## src/rtl/iir_biquad_seq_if.sv

```systemverilog
// Handshake and multiplier bus for the biquad sequencer.
// master = the sequencer, slave = its environment (sample source/sink
// plus the shared sequential multiplier).
interface iir_biquad_seq_if #(
  parameter int W = 8
) ();
  logic                  in_valid;
  logic                  in_ready;
  logic signed [W-1:0]   in_data;
  logic                  out_valid;
  logic signed [W-1:0]   out_data;
  logic                  mul_start;
  logic signed [W-1:0]   mul_a;
  logic signed [W-1:0]   mul_b;
  logic signed [2*W-1:0] mul_p;
  logic                  mul_ready;

  modport master (
    input  in_valid, in_data, mul_p, mul_ready,
    output in_ready, out_valid, out_data, mul_start, mul_a, mul_b
  );

  modport slave (
    output in_valid, in_data, mul_p, mul_ready,
    input  in_ready, out_valid, out_data, mul_start, mul_a, mul_b
  );
endinterface

```

## src/rtl/iir_biquad_seq.sv

```systemverilog
// Direct-Form-I biquad sequencer:
//   y[n] = b0*x[n] + b1*x[n-1] + b2*x[n-2] - a1*y[n-1] - a2*y[n-2]
// The five products are issued one at a time to a shared sequential
// multiplier, accumulated, then rounded (half up) and saturated to W bits.
module iir_biquad_seq #(
  parameter int W     = 8,
  parameter int FRAC  = 6,
  parameter int ACC_W = 2 * W + 4
) (
  input  logic                clk,
  input  logic                reset,
  input  logic signed [W-1:0] b0,
  input  logic signed [W-1:0] b1,
  input  logic signed [W-1:0] b2,
  input  logic signed [W-1:0] a1,
  input  logic signed [W-1:0] a2,
  iir_biquad_seq_if.master    bus
);

  typedef enum logic [1:0] {IDLE, ISSUE, BUSY, OUT} state_t;

  localparam logic signed [ACC_W-1:0] HALF = ACC_W'(1 << (FRAC - 1));
  localparam logic signed [ACC_W-1:0] MAXV = ACC_W'((1 << (W - 1)) - 1);
  localparam logic signed [ACC_W-1:0] MINV = ACC_W'(-(1 << (W - 1)));

  state_t                  state_q;
  logic [2:0]              k_q;
  logic signed [ACC_W-1:0] acc_q;
  logic signed [W-1:0]     x0_q, x1_q, x2_q, y1_q, y2_q;
  logic                    seen_low_q;
  logic                    in_ready_q;
  logic                    out_valid_q;
  logic signed [W-1:0]     out_data_q;
  logic signed [W-1:0]     mul_a_q, mul_b_q;

  logic signed [W-1:0]     op_x, op_c;
  logic                    op_sub;
  logic                    issue;
  logic signed [ACC_W-1:0] prod_ext;
  logic signed [ACC_W-1:0] acc_d;

  // Round half up: add half an LSB of the output, then arithmetic shift.
  function automatic logic signed [ACC_W-1:0] round_shift(
    input logic signed [ACC_W-1:0] a
  );
    return (a + HALF) >>> FRAC;
  endfunction

  // Clamp to the signed W-bit range.
  function automatic logic signed [W-1:0] saturate(
    input logic signed [ACC_W-1:0] r
  );
    if (r > MAXV) return W'(MAXV);
    if (r < MINV) return W'(MINV);
    return W'(r);
  endfunction

  // Term table: operands and accumulate direction for term k.
  always_comb begin
    op_x   = x0_q;
    op_c   = b0;
    op_sub = 1'b0;
    case (k_q)
      3'd0: begin op_x = x0_q; op_c = b0; op_sub = 1'b0; end
      3'd1: begin op_x = x1_q; op_c = b1; op_sub = 1'b0; end
      3'd2: begin op_x = x2_q; op_c = b2; op_sub = 1'b0; end
      3'd3: begin op_x = y1_q; op_c = a1; op_sub = 1'b1; end
      3'd4: begin op_x = y2_q; op_c = a2; op_sub = 1'b1; end
      default: begin op_x = x0_q; op_c = b0; op_sub = 1'b0; end
    endcase
  end

  // The start pulse and its operands must be visible in the same cycle the
  // multiplier reports idle, so they bypass the operand registers while issuing.
  assign issue    = (state_q == ISSUE) && bus.mul_ready;
  assign prod_ext = ACC_W'(bus.mul_p);
  assign acc_d    = op_sub ? (acc_q - prod_ext) : (acc_q + prod_ext);

  assign bus.mul_start = issue;
  assign bus.mul_a     = issue ? op_x : mul_a_q;
  assign bus.mul_b     = issue ? op_c : mul_b_q;
  assign bus.in_ready  = in_ready_q;
  assign bus.out_valid = out_valid_q;
  assign bus.out_data  = out_data_q;

  // Sequencer FSM: accept sample, issue/collect five terms, emit result.
  always_ff @(posedge clk) begin
    if (reset) begin
      state_q     <= IDLE;
      k_q         <= 3'd0;
      acc_q       <= '0;
      x0_q        <= '0;
      x1_q        <= '0;
      x2_q        <= '0;
      y1_q        <= '0;
      y2_q        <= '0;
      seen_low_q  <= 1'b0;
      in_ready_q  <= 1'b1;
      out_valid_q <= 1'b0;
      out_data_q  <= '0;
      mul_a_q     <= '0;
      mul_b_q     <= '0;
    end else begin
      case (state_q)
        IDLE: begin
          if (bus.in_valid) begin
            x0_q       <= bus.in_data;
            acc_q      <= '0;
            k_q        <= 3'd0;
            in_ready_q <= 1'b0;
            state_q    <= ISSUE;
          end
        end
        ISSUE: begin
          if (issue) begin
            mul_a_q    <= op_x;
            mul_b_q    <= op_c;
            seen_low_q <= 1'b0;
            state_q    <= BUSY;
          end
        end
        BUSY: begin
          // A ready seen before the multiplier has dropped it belongs to the
          // previous product and must not be accumulated.
          if (!bus.mul_ready) begin
            seen_low_q <= 1'b1;
          end else if (seen_low_q) begin
            acc_q <= acc_d;
            if (k_q == 3'd4) begin
              out_data_q  <= saturate(round_shift(acc_d));
              out_valid_q <= 1'b1;
              state_q     <= OUT;
            end else begin
              k_q     <= k_q + 3'd1;
              state_q <= ISSUE;
            end
          end
        end
        OUT: begin
          // Feedback taps keep the saturated output, as emitted.
          out_valid_q <= 1'b0;
          x2_q        <= x1_q;
          x1_q        <= x0_q;
          y2_q        <= y1_q;
          y1_q        <= out_data_q;
          in_ready_q  <= 1'b1;
          state_q     <= IDLE;
        end
        default: state_q <= IDLE;
      endcase
    end
  end

endmodule

```

## src/flat_wrapper.sv

```systemverilog
// flat-port wrapper written by rule: the top's interface ports become plain ports
module iir_biquad_seq_flat 
#(
  parameter int W     = 8,
  parameter int FRAC  = 6,
  parameter int ACC_W = 2 * W + 4
)
  (clk, reset, b0, b1, b2, a1, a2, bus_in_valid, bus_in_data, bus_mul_p, bus_mul_ready, bus_in_ready, bus_out_valid, bus_out_data, bus_mul_start, bus_mul_a, bus_mul_b);
  iir_biquad_seq_if #(.W(W)) bus_i ();
  input  logic clk;
  input  logic reset;
  input  logic signed [W-1:0] b0;
  input  logic signed [W-1:0] b1;
  input  logic signed [W-1:0] b2;
  input  logic signed [W-1:0] a1;
  input  logic signed [W-1:0] a2;
  input wire logic [$bits(bus_i.in_valid)-1:0] bus_in_valid;
  input wire logic [$bits(bus_i.in_data)-1:0] bus_in_data;
  input wire logic [$bits(bus_i.mul_p)-1:0] bus_mul_p;
  input wire logic [$bits(bus_i.mul_ready)-1:0] bus_mul_ready;
  output wire logic [$bits(bus_i.in_ready)-1:0] bus_in_ready;
  output wire logic [$bits(bus_i.out_valid)-1:0] bus_out_valid;
  output wire logic [$bits(bus_i.out_data)-1:0] bus_out_data;
  output wire logic [$bits(bus_i.mul_start)-1:0] bus_mul_start;
  output wire logic [$bits(bus_i.mul_a)-1:0] bus_mul_a;
  output wire logic [$bits(bus_i.mul_b)-1:0] bus_mul_b;
  assign bus_i.in_valid = bus_in_valid;
  assign bus_i.in_data = bus_in_data;
  assign bus_i.mul_p = bus_mul_p;
  assign bus_i.mul_ready = bus_mul_ready;
  assign bus_in_ready = bus_i.in_ready;
  assign bus_out_valid = bus_i.out_valid;
  assign bus_out_data = bus_i.out_data;
  assign bus_mul_start = bus_i.mul_start;
  assign bus_mul_a = bus_i.mul_a;
  assign bus_mul_b = bus_i.mul_b;
  iir_biquad_seq #(.W(W), .FRAC(FRAC), .ACC_W(ACC_W)) u_core (.clk(clk), .reset(reset), .b0(b0), .b1(b1), .b2(b2), .a1(a1), .a2(a2), .bus(bus_i));
endmodule
```

## config.mk

```make
export PLATFORM = sky130hd
export DESIGN_NAME = iir_biquad_seq_flat
export DESIGN_NICKNAME = d
export VERILOG_FILES = /design/src/rtl/iir_biquad_seq_if.sv /design/src/rtl/iir_biquad_seq.sv /design/src/flat_wrapper.sv
export SDC_FILE = /design/constraint.sdc
export NUM_CORES = 1
export LEC_CHECK = 0
export BUFFER_PORTS_ARGS = -buffer_cell sky130_fd_sc_hd__clkbuf_2
export CORE_AREA = 8 8 108 110
export CTS_CLUSTER_DIAMETER = 150
export DETAILED_ROUTE_END_ITERATION = 8
export DIE_AREA = 0 0 116 118
export PLACE_DENSITY = 0.88
export SLEW_MARGIN = 20
export SYNTH_ARGS = -nofsm -noshare
export SYNTH_HDL_FRONTEND = slang
export SYNTH_SLANG_ARGS = --single-unit
```

## constraint.sdc

```tcl
create_clock -name clk -period 11.34 [get_ports clk]
set_clock_uncertainty 0.05 [all_clocks]
set_input_delay 0 -clock clk [delete_from_list [all_inputs] [get_ports clk]]
set_output_delay 0 -clock clk [all_outputs]
set_load 0.005 [all_outputs]
```

**Word level (Yosys, flattened, before mapping)**

Cells that the tools add are included.

- Register bits after elaboration: 92
- Input bits: 68
- Output and inout bits: 27
- Word-level logic and storage cells: 96

- Add/subtract/negate cells: 4
- Order comparisons: 2
- Eq/ne operators: 14
- Muxes and demuxes: 47
- Reduce and logical (&&, ||, !) cells: 15

Operator list:

| cell | count |
|---|---|
| 2-to-1 mux 20 bit | 4 |
| one-hot mux 8 bit (4 select lines) | 2 |
| 2-to-1 mux 8 bit | 6 |
| one-hot mux 20 bit (2 select lines) | 1 |
| adder 20 x 16 -> 20 bit | 1 |
| adder 20 x 7 -> 20 bit (second input constant) | 1 |
| 2-to-1 mux 1 bit | 20 |
| subtractor 20 x 16 -> 20 bit | 1 |
| AND reduction 4 bit | 4 |
| > comparator 14 x 8 -> 1 bit (second input constant) | 1 |
| < comparator 14 x 8 -> 1 bit (second input constant) | 1 |
| 2-to-1 mux 3 bit | 4 |
| 2-to-1 mux 2 bit | 5 |
| != test 2 bit (second input constant) | 4 |
| one-hot mux 2 bit (4 select lines) | 1 |
| nonzero test 2 bit | 4 |
| equality test 3 x 2 -> 1 bit (second input constant) | 2 |
| != test 2 x 1 -> 1 bit (second input constant) | 3 |
| one-hot mux 1 bit (2 select lines) | 3 |
| one-hot mux 3 bit (2 select lines) | 1 |
| AND reduction 5 bit | 1 |
| equality test 2 bit (second input constant) | 2 |
| AND reduction 2 bit | 2 |
| adder 3 x 1 -> 3 bit (second input constant) | 1 |
| 7 further kinds | 7 |

**Longest topological paths before layout**

- Depth in word-level cells: 20
- Mapped depth: 22
- Gate-level depth less buffers: 20

**Worst setup path after synthesis**

OpenSTA, ideal clock, no wires.

- Kind: reg2reg
- Start: register u_core.k_q[0]
- End: register u_core.out_data_q[6], in the netlist u_core.bus.out_data[6]
- Library setup time: 0.088 ns
- Arrival: 4.270 ns
- Data required time: 11.202 ns
- Path slack: 6.932 ns
- Cell stages (with the launch flop): 20
- Buffers on the path: 2
- Period minus slack after synthesis: 4.408 ns
- Cells stage by stage: dfxtp_1 -> ha_1 -> ha_1 -> clkbuf_1 -> nand2b_1 -> clkbuf_1 -> a21oi_1 -> xnor2_1 -> ha_1 -> a211oi_1 -> o21bai_1 -> and2_1 -> o41a_1 -> or3_1 -> a31oi_1 -> xor2_1 -> xnor2_1 -> nor2_2 -> o32a_4 -> a311oi_2

- Longest elaborated chain between the ends: 15
- Elaborated cells on any way between the ends: 25
- Classes of those cells: add/sub (1); order compare (2); eq/ne (2); mux (18); reduce/logical (2)

RTL lines:

| element | line | RTL |
|---|---|---|
| start: declaration | iir_biquad_seq.sv:27 | `logic [2:0] k_q;` |
| start signal: assignment | iir_biquad_seq.sv:134 | `k_q <= k_q + 3'd1;` |
| equality test 3 x 2 -> 1 bit or equality test 3 bit (tied branches) | iir_biquad_seq.sv:63, iir_biquad_seq.sv:129 |  |
| OR reduction 2 bit (no line) | -- |  |
| 2-to-1 mux 1 bit | iir_biquad_seq.sv:63 | `case (k_q)` |
| 2-to-1 mux 20 bit | iir_biquad_seq.sv:77 | `assign acc_d = op_sub ? (acc_q - prod_ext) : (acc_q + prod_ext);` |
| adder 20 x 7 -> 20 bit | iir_biquad_seq.sv:46 | `return (a + HALF) >>> FRAC;` |
| < comparator 14 x 8 -> 1 bit | iir_biquad_seq.sv:54 | `if (r < MINV) return W'(MINV);` |
| 2-to-1 mux 1 bit (2 in series) | iir_biquad_seq.sv:54 |  |
| 2-to-1 mux 1 bit | iir_biquad_seq.sv:129 | `if (k_q == 3'd4) begin` |
| 2-to-1 mux 1 bit | iir_biquad_seq.sv:127 | `end else if (seen_low_q) begin` |
| 2-to-1 mux 1 bit | iir_biquad_seq.sv:125 | `if (!bus.mul_ready) begin` |
| 2-to-1 mux 1 bit | iir_biquad_seq.sv:104 | `case (state_q)` |
| 2-to-1 mux 1 bit | iir_biquad_seq.sv:88 | `if (reset) begin` |
| 2-to-1 mux 8 bit | iir_biquad_seq.sv:55 | `return W'(r);` |
| 2-to-1 mux 8 bit | iir_biquad_seq.sv:54 |  |
| end signal: assignment | iir_biquad_seq.sv:130 | `out_data_q <= saturate(round_shift(acc_d));` |
| end: declaration | iir_biquad_seq.sv:33 | `logic signed [W-1:0] out_data_q;` |

Parallel ways exist; a longest one is shown, timed or not. The select of a mux whose other input is x is not followed.
A chain may end at the register's enable or synchronous reset.

**Final worst setup path**

Ends and elaborated chain as after synthesis.

==> flow_metrics.env <==
export IMPL_total_power_uw=657
export IMPL_synth_area_per_cell_um2=7.92
export IMPL_worst_voltage_drop_across_the_vdd_grid_mv=0.0564
export IMPL_worst_pin_slew_ns=1.06
export IMPL_clock_tree_root_cell="clkbuf_8"
export IMPL_synth_top_cells_by_area="dfxtp_1 (32%), nand2_1 (7.2%), a21oi_1 (6.7%)"
export IMPL_fin_util_pct=65.6
export IMPL_clk_latency_ns=0.36
export IMPL_firstDrtPassIters=5
export IMPL_number_of_h_tree_levels=3
export IMPL_fmax_ghz=0.180
export IMPL_place_inst=917
export IMPL_fp_coreArea_um2=10000
export IMPL_post_dr_vias_cell=5.99
export IMPL_cts_root_to_sink_buffers=2
export IMPL_rows=37
export IMPL_grt_pass1_vias=5374
export IMPL_layout_filler_cells=835
export IMPL_run_status="complete, no violations"
export IMPL_min_delay_path_depth=4
export IMPL_die_area_um2=13700
export IMPL_synth_enable_flop_cells=0
export IMPL_initial_utilization_pct=58.0
export IMPL_async_set_or_reset_register_ratio_after_synthesis_pct=0
export IMPL_setup_viol_count_final=0
export IMPL_cts_tree="built"
export IMPL_ys_seq_area_share_pct=31.8
export IMPL_1st_iter_drt_viols=539
export IMPL_ctsResizeCount=0
export IMPL_final_instance_count_excl_fill=942
export IMPL_grt_total_usage_pct=22.6
export IMPL_end_kind="flop"
export IMPL_vias=5642
export IMPL_chipWidth_um=116
export IMPL_drive_above_1_share_pct=18.9
export IMPL_synthDominantCellAreaShare_pct=31.8
export IMPL_ant_nets=0
export IMPL_detail_route_wl_per_cell_um=16.9
export IMPL_grt_max_degree=70
export IMPL_rsz0062_at_grt="no"
export IMPL_power_density_cell_area_nw_per_um2=100
export IMPL_final_hold_viol_count=0
export IMPL_timing_final_crit_period_ns=5.57
export IMPL_chipHeight_um=118
export IMPL_numCtsBuffers=9
export IMPL_dp_final_hpwl_um=11500
export IMPL_numClockSinks=92
export IMPL_min_path_type="input pin to flop"
export IMPL_yosys_register_bits=92
export IMPL_floorplan_io_pins=95
export IMPL_regArea_um2=1840
export IMPL_timing_worst_setup_path_type="flop to flop"
export IMPL_clk_transition_reported_paths_ns=0.10
export IMPL_critical_path_required_ns=11.56
export IMPL_drc_errors=0
export IMPL_initial_antenna_violation_count=0
export IMPL_path_max_fanout=21
export IMPL_antenna_diode_count=0
export IMPL_netlist_top_cell_by_area="dfxtp_1"
export IMPL_synth_yosys_warnings=0
export IMPL_postCtsHoldBufs=9
export IMPL_finalNetCount=896
export IMPL_setup_tns_ns=0
export IMPL_power_static_leakage_nw=2.64
export IMPL_cp_start_kind="flop"
export IMPL_syn_to_final_growth_pct=13.1
export IMPL_finalMaxSlewViolations=0
export IMPL_ys_flop_type="dfxtp_1"
export IMPL_cp_data_arrival_time_ns=5.78
export IMPL_grt_overflow=0
export IMPL_slew_headroom_pct=28.8
export IMPL_syn_cell_area_um2=5800
export IMPL_cts_setup_buffers=0
export IMPL_synthDistinctLibCells=80
export IMPL_max_cap_viol_count=0
export IMPL_grt_first_pass_wirelength_um=25500
export IMPL_footprint_of_the_multi_input_gates_um2=3700
export IMPL_routabilityCongestion=0.947
export IMPL_syn_num_nets=827
export IMPL_synth_cells=732
export IMPL_worst_r2r_cell_count=17
export IMPL_final_min_period_over_clock_period_pct=49.1
export IMPL_routed_wl_um=15900
export IMPL_portBuffers=94
power by group:
group          internal [mW]  switching, mW  leakage, nW
clock                 0.0854          0.129       0.0964
combinational         0.0456         0.0639         1.80
sequential             0.328        0.00467        0.744
total                  0.459          0.197         2.64
worst max-delay path: stages (launching register included):
cell      delay, ns
dfxtp_1        0.41
inv_1          0.10
ha_1           0.24
and2_1         0.47
nor2_2         0.56
o21ai_0        0.20
xor2_1         0.19
ha_1           0.44
a21oi_1        0.11
o21ai_1        0.31
mux2_2         0.39
a311oi_2       0.49
nand3_1        0.25
nor4_1         0.38
xnor2_1        0.26
nor2_2         0.08
o32a_4         0.27
a311oi_2       0.28
per-stage QoR:
step                      hold WS, ns  area [um2]  setup WS (ns)
after floorplan                0.0976        5800           6.93
after detailed placement        0.199        6280           5.94
after CTS                      0.0192        6560           5.88
final                          0.0356        6560           5.77
after global routing           0.0527        6560           5.45
after global placement          0.187        6280           6.22
cell families after synthesis:
logic type / after synthesis / synth area share (%)
and+or+nand+nor: 272 / 22.4
AOI/OAI and AO/OA: 230 / 27.5
DFF: 92 / 31.8
buffers and inverters: 64 / 4.64
xor gates and xnor gates: 35 / 5.41
adders and majority gates: 27 / 5.95
muxes: 12 / 2.26
area by class of cell:
| type | instances | area share, % |
|---|---|---|
| tap | 136 | 2.59 |
| multi-input combinational | 576 | 56.4 |
| clock buffer | 9 | 1.89 |
| clock inverter | 7 | 1.05 |
| sequential | 92 | 28.1 |
| inverter | 13 | 0.744 |
| timing repair buffer | 109 | 9.23 |
sequential cells by signal, indices dropped and copies added (netlist names), 3 cells and up:
name,flops
u_core.acc_q,20
u_core.bus.out_data,8
u_core.k_q,3
u_core.mul_a_q,8
u_core.mul_b_q,8
u_core.x0_q,8
u_core.x1_q,8
u_core.x2_q,8
u_core.y1_q,8
u_core.y2_q,8
final timing paths:
kind / to / slack (ns) / startpoint
worst max-delay path: u_core.bus.out_data[6]$_SDFFE_PP0P_ / 5.77 / u_core.k_q[0]$_SDFFE_PP0P_
worst min-delay path: u_core.mul_b_q[6]$_SDFFE_PP0P_ / 0.04 / b0[6]
worst max register to register: u_core.bus.out_data[6]$_SDFFE_PP0P_ / 5.77 / u_core.k_q[0]$_SDFFE_PP0P_
worst min register to register: u_core.y2_q[4]$_SDFFE_PP0P_ / 0.42 / u_core.y1_q[4]$_SDFFE_PP0P_
layer usage:
metal,global-route usage [%],share of wire [%],vias to the layer above
met1,28.1,42,2633
met4,7.62,1.8,0
met5,0,0,-
met3,4.72,8.6,27
met2,37.6,47,232
li1,-,-,2750
Yosys cell counts, drive strengths merged (2+ instances only):
library cell and n:
nand2b 10, inv 13, o31ai 3, nand4 2
o41ai 2, xor2 13, nand3 5, a41oi 3
a211oi 5, and4 3, dfxtp 92, and2 29
o32a 2, or3 2, a311oi 9, mux2i 9
and3 2, o2111a 2, o21bai 2, nor3 18
nor4 4, clkbuf 37, a31oi 5, nand2 114
or4 2, nand3b 3, buf 14, xnor2 22
ha 26, or2 4, a22oi 49, nor2 63
mux2 3, o21ai 28, a21o 9, a21oi 80
o211ai 12, nor2b 4, o21a 9
cells in the final DEF (no fill, tap or decap), types with 6 or more instances in the layout:
| cell | instances |
|---|---|
| nor3_1 | 17 |
| dfxtp_1 | 92 |
| buf_4 | 6 |
| xor2_1 | 13 |
| clkbuf_8 | 9 |
| clkbuf_2 | 94 |
| ha_1 | 26 |
| nor2_1 | 61 |
| nand2_1 | 112 |
| a22oi_1 | 49 |
| mux2i_1 | 9 |
| o21a_1 | 8 |
| nand2b_1 | 10 |
| o21ai_0 | 27 |
| xnor2_1 | 21 |
| o211ai_1 | 11 |
| and2_1 | 25 |
| dlygate4sd3_1 | 9 |
| a21o_1 | 8 |
| inv_1 | 13 |
| a21oi_1 | 78 |
Note: power is estimated with default switching activity, not from simulation.
